--- config.mk ---
export PLATFORM = sky130hd
export DESIGN_NAME = ov7670_capture
export DESIGN_NICKNAME = d
export VERILOG_FILES = /design/src/rtl/ov7670_pkg.sv /design/src/rtl/sync_edge_detect.sv /design/src/rtl/ov7670_capture.sv
export SDC_FILE = /design/constraint.sdc
export NUM_CORES = 1
export LEC_CHECK = 0
export ABC_AREA = 1
export BUFFER_PORTS_ARGS = -buffer_cell sky130_fd_sc_hd__buf_2
export CAP_MARGIN = 40
export CORE_MARGIN = 2
export CORE_UTILIZATION = 56
export CTS_BUF_LIST = sky130_fd_sc_hd__clkbuf_4 sky130_fd_sc_hd__clkbuf_8 sky130_fd_sc_hd__clkbuf_16
export DETAILED_ROUTE_END_ITERATION = 10
export GPL_ROUTABILITY_DRIVEN = 0
export PLACE_DENSITY_LB_ADDON = 0.15
export SYNTH_ARGS = -nofsm -noshare
export SYNTH_HDL_FRONTEND = slang
export SYNTH_SLANG_ARGS = --single-unit
--- constraint.sdc ---
create_clock -name clk -period 1.85 [get_ports clk]
set_input_delay 0.185 -clock clk [delete_from_list [all_inputs] [get_ports clk]]
set_output_delay 0.185 -clock clk [all_outputs]
set_load 0.05 [all_outputs]
--- src/rtl/ov7670_pkg.sv ---
// Shared capture definitions: FSM encoding and RGB565 field layout.
package ov7670_pkg;

   typedef enum logic [1:0] {
      ST_SKIP     = 2'd0,
      ST_WAIT_SOF = 2'd1,
      ST_CAPTURE  = 2'd2
   } cap_state_t;

   // RGB565 field widths and bit positions, shared with the VGA colour expansion
   localparam int unsigned RGB_W = 16;
   localparam int unsigned R_W   = 5;
   localparam int unsigned G_W   = 6;
   localparam int unsigned B_W   = 5;
   localparam int unsigned R_LSB = 11;
   localparam int unsigned G_LSB = 5;
   localparam int unsigned B_LSB = 0;

   typedef struct packed {
      logic [R_W-1:0] r;
      logic [G_W-1:0] g;
      logic [B_W-1:0] b;
   } rgb565_t;

   // The camera sends the high byte first; split the pair into colour fields.
   function automatic rgb565_t pack_rgb565(input logic [7:0] hi, input logic [7:0] lo);
      logic [RGB_W-1:0] w;
      rgb565_t          p;
      w   = {hi, lo};
      p.r = w[R_LSB +: R_W];
      p.g = w[G_LSB +: G_W];
      p.b = w[B_LSB +: B_W];
      return p;
   endfunction

endpackage

--- src/rtl/sync_edge_detect.sv ---
// Registers a 1-bit input and flags its rising and falling edges.
module sync_edge_detect (
   input  logic clk,
   input  logic rst_n,
   input  logic i_sig,
   output logic o_level,
   output logic o_rise_c,
   output logic o_fall_c
);

   logic r_q;
   logic r_q_d;

   // Input sample plus one-cycle history for edge detection
   always_ff @(posedge clk or negedge rst_n) begin
      if (!rst_n) begin
         r_q   <= 1'b0;
         r_q_d <= 1'b0;
      end else begin
         r_q   <= i_sig;
         r_q_d <= r_q;
      end
   end

   assign o_level  = r_q;
   assign o_rise_c = r_q & ~r_q_d;
   assign o_fall_c = ~r_q & r_q_d;

endmodule

--- src/rtl/ov7670_capture.sv ---
// OV7670 byte-stream capture: pairs bytes into RGB565 words for the async FIFO.
module ov7670_capture
   import ov7670_pkg::*;
#(
   parameter int unsigned SKIP_FRAMES = 2,
   parameter int unsigned H_PIXELS    = 640,
   parameter int unsigned V_LINES     = 480
) (
   input  logic                           clk,
   input  logic                           rst_n,
   input  logic                           cam_vsync,
   input  logic                           cam_href,
   input  logic [7:0]                     cam_data,
   input  logic                           fifo_full,
   output logic                           wr_en,
   output logic [15:0]                    dout,
   output logic                           frame_start,
   output logic                           frame_done,
   output logic [$clog2(V_LINES+1)-1:0]   line_cnt,
   output logic                           overflow,
   output logic                           frame_err
);

   localparam int unsigned PW = $clog2(H_PIXELS + 1);
   localparam int unsigned LW = $clog2(V_LINES + 1);
   localparam int unsigned SW = (SKIP_FRAMES > 0) ? $clog2(SKIP_FRAMES + 1) : 1;
   localparam logic [PW-1:0] PIX_MAX  = '1;
   localparam logic [LW-1:0] LINE_MAX = '1;

   cap_state_t     r_state,    w_state_nxt;
   logic [SW-1:0]  r_skip_cnt, w_skip_nxt;
   logic [7:0]     r_hi,       w_hi_nxt;
   logic           r_phase,    w_phase_nxt;
   logic [PW-1:0]  r_pix_cnt,  w_pix_nxt;
   logic [LW-1:0]  r_line_cnt, w_line_nxt;
   rgb565_t        r_dout,     w_dout_nxt;
   logic           r_wr_en,    w_wr_nxt;
   logic           r_fstart,   w_fstart_nxt;
   logic           r_fdone,    w_fdone_nxt;
   logic           r_ovf,      w_ovf_nxt;
   logic           r_ferr,     w_ferr_nxt;
   logic [7:0]     r_data;
   logic           r_full;

   logic w_vs_level, w_vs_rise, w_vs_fall;
   logic w_hs_level, w_hs_rise_unused, w_hs_fall;
   logic w_href_ok;

   sync_edge_detect u_vsync (
      .clk      (clk),
      .rst_n    (rst_n),
      .i_sig    (cam_vsync),
      .o_level  (w_vs_level),
      .o_rise_c (w_vs_rise),
      .o_fall_c (w_vs_fall)
   );

   sync_edge_detect u_href (
      .clk      (clk),
      .rst_n    (rst_n),
      .i_sig    (cam_href),
      .o_level  (w_hs_level),
      .o_rise_c (w_hs_rise_unused),
      .o_fall_c (w_hs_fall)
   );

   // Bytes are only valid outside vertical blanking
   assign w_href_ok = w_hs_level & ~w_vs_level;

   // Next-state and datapath: skip start-up frames, then pair bytes per line
   always_comb begin
      w_state_nxt  = r_state;
      w_skip_nxt   = r_skip_cnt;
      w_hi_nxt     = r_hi;
      w_phase_nxt  = r_phase;
      w_pix_nxt    = r_pix_cnt;
      w_line_nxt   = r_line_cnt;
      w_dout_nxt   = r_dout;
      w_wr_nxt     = 1'b0;
      w_fstart_nxt = 1'b0;
      w_fdone_nxt  = 1'b0;
      w_ovf_nxt    = r_ovf;
      w_ferr_nxt   = r_ferr;

      case (r_state)
         ST_SKIP: begin
            if (SKIP_FRAMES == 0) begin
               w_state_nxt = ST_WAIT_SOF;
            end else if (w_vs_rise) begin
               w_skip_nxt = r_skip_cnt + SW'(1);
               if (w_skip_nxt == SW'(SKIP_FRAMES)) w_state_nxt = ST_WAIT_SOF;
            end
         end

         ST_WAIT_SOF: begin
            if (w_vs_fall) begin
               w_fstart_nxt = 1'b1;
               w_line_nxt   = '0;
               w_pix_nxt    = '0;
               w_phase_nxt  = 1'b0;
               w_state_nxt  = ST_CAPTURE;
            end
         end

         ST_CAPTURE: begin
            if (w_vs_rise) begin
               // End of frame wins over any byte in flight; a partial line is an error
               w_fdone_nxt = 1'b1;
               if ((r_line_cnt != LW'(V_LINES)) || w_hs_level || r_phase || (r_pix_cnt != '0))
                  w_ferr_nxt = 1'b1;
               w_state_nxt = ST_WAIT_SOF;
            end else begin
               if (w_href_ok) begin
                  w_phase_nxt = ~r_phase;
                  if (!r_phase) begin
                     w_hi_nxt = r_data;
                  end else begin
                     if (r_full) begin
                        w_ovf_nxt = 1'b1;
                     end else begin
                        w_wr_nxt   = 1'b1;
                        w_dout_nxt = pack_rgb565(r_hi, r_data);
                     end
                     if (r_pix_cnt != PIX_MAX) w_pix_nxt = r_pix_cnt + PW'(1);
                  end
               end
               if (w_hs_fall) begin
                  if (r_line_cnt != LINE_MAX) w_line_nxt = r_line_cnt + LW'(1);
                  if ((r_pix_cnt != PW'(H_PIXELS)) || r_phase) w_ferr_nxt = 1'b1;
                  w_pix_nxt   = '0;
                  w_phase_nxt = 1'b0;
               end
            end
         end

         default: w_state_nxt = ST_SKIP;
      endcase
   end

   // State, counters, input samples and registered outputs
   always_ff @(posedge clk or negedge rst_n) begin
      if (!rst_n) begin
         r_state    <= ST_SKIP;
         r_skip_cnt <= '0;
         r_hi       <= '0;
         r_phase    <= 1'b0;
         r_pix_cnt  <= '0;
         r_line_cnt <= '0;
         r_dout     <= '0;
         r_wr_en    <= 1'b0;
         r_fstart   <= 1'b0;
         r_fdone    <= 1'b0;
         r_ovf      <= 1'b0;
         r_ferr     <= 1'b0;
         r_data     <= '0;
         r_full     <= 1'b0;
      end else begin
         r_state    <= w_state_nxt;
         r_skip_cnt <= w_skip_nxt;
         r_hi       <= w_hi_nxt;
         r_phase    <= w_phase_nxt;
         r_pix_cnt  <= w_pix_nxt;
         r_line_cnt <= w_line_nxt;
         r_dout     <= w_dout_nxt;
         r_wr_en    <= w_wr_nxt;
         r_fstart   <= w_fstart_nxt;
         r_fdone    <= w_fdone_nxt;
         r_ovf      <= w_ovf_nxt;
         r_ferr     <= w_ferr_nxt;
         r_data     <= cam_data;
         r_full     <= fifo_full;
      end
   end

   assign wr_en       = r_wr_en;
   assign dout        = r_dout;
   assign frame_start = r_fstart;
   assign frame_done  = r_fdone;
   assign line_cnt    = r_line_cnt;
   assign overflow    = r_ovf;
   assign frame_err   = r_ferr;

endmodule

==> flow_summary_export.csv <==
group,metric,value,unit
synth,ys_types,28,
timing,skew,0.008069,ns
setup_path,required,2.08,ns
power,leakage,1.911,nW
worst_hold_path,hold_class,"input pin to async pin",
grt,grt_pass1_wl,10430,um
finish,syn_to_final_growth,23.20,%
floorplanning,core.rowCount,26,
setup_path,critPathMaxFanout,5,
grt,antenna_found_initial,0,
setup_path,crit_type,"register to register",
synth,yosys_warnings,0,
synth,synth_top_cell_area_share,0.5537,
synth,synth_area,2983,um^2
grt,use_met2,0.3456,
timing,tns,0,ns
timing,max_freq,579.8,MHz
clock_network,cts.path.max_buffers,2,
detailed_routing,avgRoutedWirePerCell,12.00,um
grt,grt_max_degree,67,
detailed_routing,antenna_left,0,
floorplanning,start_util,0.5803,
grt,grt_most_used_layer,"met2",
setup_path,r2r_start,"line_cnt[0]",
grt,grt_util_met3,0.03765,
detailed_routing,drt_iter0_drc,123,
synth,yosysTopAreaCell,"dfrtp_1",
detailed_routing,drt_wl_total,5914,um
grt,grt_usage,0.2261,
clock_network,cts_tree,"done",
floorplanning,die_w,76.99,um
outcome,outcome,"complete, no violations",
synth,synth-seq-area-share,0.5537,
detailed_routing,viasPerCell,4.895,
floorplanning,die_y,76.99,um
grt,overflow,0,
timing,finalSetupViolations,0,
setup_path,cp-end-kind,"register",
synth,synth_fp_nets,373,
synth,ys_ff_latch,66,
floorplanning,core-area,5140,um^2
setup_path,startpoint_type,"register",
synth,synth.avg_cell_area,8.426,um^2
power,irDropWorstVdd,1.087,mV
finish,drive_gt1_frac,0.2009,
setup_path,setup.worst_path.end,"line_cnt[2]",
grt,grt_use_met1,0.3108,
setup_path,r2r-end,"line_cnt[2]",
timing,slew_viol_final,0,
finish,nFillCells,438,
detailed_routing,first_pass_iters,4,
power,finalPower,0.004827,W
timing,period_share,0.9323,
clock_network,clkLatencyLatePin,0.35,ns
clock_network,cts-htree-levels,3,
floorplanning,io_pins,43,
placement,portBuffers,42,
grt,grt_pass1_vias,2284,
run,cap_violations,0,
timing,tightest_slew,0.4029,ns
floorplanning,die-area,5927,um^2
timing,finalHoldViolCount,0,
setup_path,reg2reg_slack,0.13,ns
timing,min_period,1.725,ns
detailed_routing,vias,2413,
setup_path,worstRegToRegCells,11,
clock_network,clkSlewWorstSetupHoldPaths,0.07,ns
clock_network,root_buffer,"clkbuf_8",
finish,final_nets,437,
synth,synth_flop_cell,"dfrtp_1",
power,power.density,1314,nW/um^2
placement,dp_hpwl,3886,um
timing,rsz0062_at_grt,"no",
finish,diodes,0,
setup_path,cp-startpoint,"line_cnt[0]",
clock_network,cts_buffers,9,
clock_network,clock_sinks,66,
synth,synth-edff-count,0,
timing,relSlewSlack,0.7307,
synth,synth_cells,354,
synth,async_flop_share,1.000,
detailed_routing,route.detailed.drc,0,
setup_path,worst_ep_arrival_time,1.96,ns
synth,ys_top_cells_by_area,"dfrtp_1 (55%), nand2_1 (16%), inv_1 (4.9%)",
state kept, by name, summed over array words and instances, names as in the netlist, 2 cells and up:
| signal | cells |
|---|---|
| r_data | 8 |
| r_pix_cnt | 10 |
| r_state | 2 |
| line_cnt | 9 |
| r_skip_cnt | 2 |
| dout | 16 |
| r_hi | 8 |
placed cells by master, fill, tap and decap left out, types with 3 or more instances in the layout:
master / count
inv_1: 38
nor2_1: 23
clkbuf_8: 9
dfrtp_1: 64
nand4_1: 3
o21ai_1: 9
ha_1: 6
o21ai_0: 20
nand3_1: 21
nand2_1: 124
bufinv_16: 3
nor3_1: 5
inv_2: 4
nand2_2: 4
buf_2: 42
a21oi_1: 5
nor2_4: 5
dlygate4sd3_1: 12
timing repair:
item,in CTS,in global routing
hold buffers,12,0
setup endpoints to repair,0,10
setup buffers,0,2
hold endpoints to repair,77,0
gates resized for setup,0,6
metrics by stage:
| stage | hold slack [ns] | std cells | utilization | worst slack (ns) | instance area (um^2) |
|---|---|---|---|---|---|
| floorplan | -0.1106 | 354 | - | 0.03269 | 2985 |
| global placement | 0.2278 | 463 | 0.6378 | 0.1064 | 3278 |
| detailed placement | 0.2265 | 463 | 0.6378 | 0.003876 | 3278 |
| CTS | 0.3956 | 491 | 0.7089 | 0.01169 | 3643 |
| global route | 0.4327 | 493 | 0.7149 | 0.001099 | 3675 |
| finish | 0.3853 | 493 | 0.7149 | 0.1252 | 3675 |
per-layer routing:
layer	routed length, um	share of wire
met1	2896	0.49
met2	2681	0.45
met3	183	0.031
met4	152	0.026
met5	0	0
cell usage after synthesis, types with 3 or more instances:
library cell    n
nor2_4          4
nand2_1       124
o21ai_1         9
inv_2           4
inv_1          39
dfrtp_1        66
ha_1            6
nand3_1        21
nand4_1         3
nor3_1          5
nand2_2         4
nor2_1         25
a21oi_1         5
o21ai_0        20
worst max-delay path, cell delays in order, from the launching register on:
cell and delay, ns:
dfrtp_2 0.42, ha_1 0.22, inv_2 0.08, nor2_4 0.05
nand3_1 0.08, nor2_1 0.05, ha_1 0.17, o21ai_1 0.14
nand2_2 0.14, buf_4 0.17, nand2_1 0.05, o21ai_1 0.06
worst min path at each step:
stage               cells after the start  start            to
global placement                        2  rst_n  r_pix_cnt[6]
CTS                                     3  rst_n  r_pix_cnt[6]
detailed placement                      2  rst_n  r_pix_cnt[6]
global route                            3  rst_n  r_pix_cnt[6]
finish                                  3  rst_n  r_pix_cnt[5]
floorplan                               0  rst_n       dout[0]
power breakdown:
part	internal, W	switching (W)
clock network	0.000914	0.000567
registers	0.00172	0.000189
logic	0.000374	0.00106
cell families (layout without fill, tap and decap cells):
group,Yosys count,in the layout,share of synthesized area
AOI/OAI and AO/OA,38,38,0.06712
DFF,66,66,0.5537
adders and majority gates,6,6,0.02517
buffers and inverters,49,118,0.06627
and+or+nand+nor,193,193,0.2819
xor gates and xnor gates,2,2,0.005874
final cells by class:
| type | count | area (um^2) | area share |
|---|---|---|---|
| clock inverter | 6 | 113.9 | 0.03098 |
| inverter | 44 | 167.7 | 0.04562 |
| sequential | 66 | 1654 | 0.4501 |
| multi-input combinational | 239 | 1144 | 0.3112 |
| clock buffer | 10 | 131.4 | 0.03575 |
| tap | 70 | 87.58 | 0.02383 |
| timing repair buffer | 58 | 376.6 | 0.1025 |
Note: power is estimated with default switching activity, not from simulation.
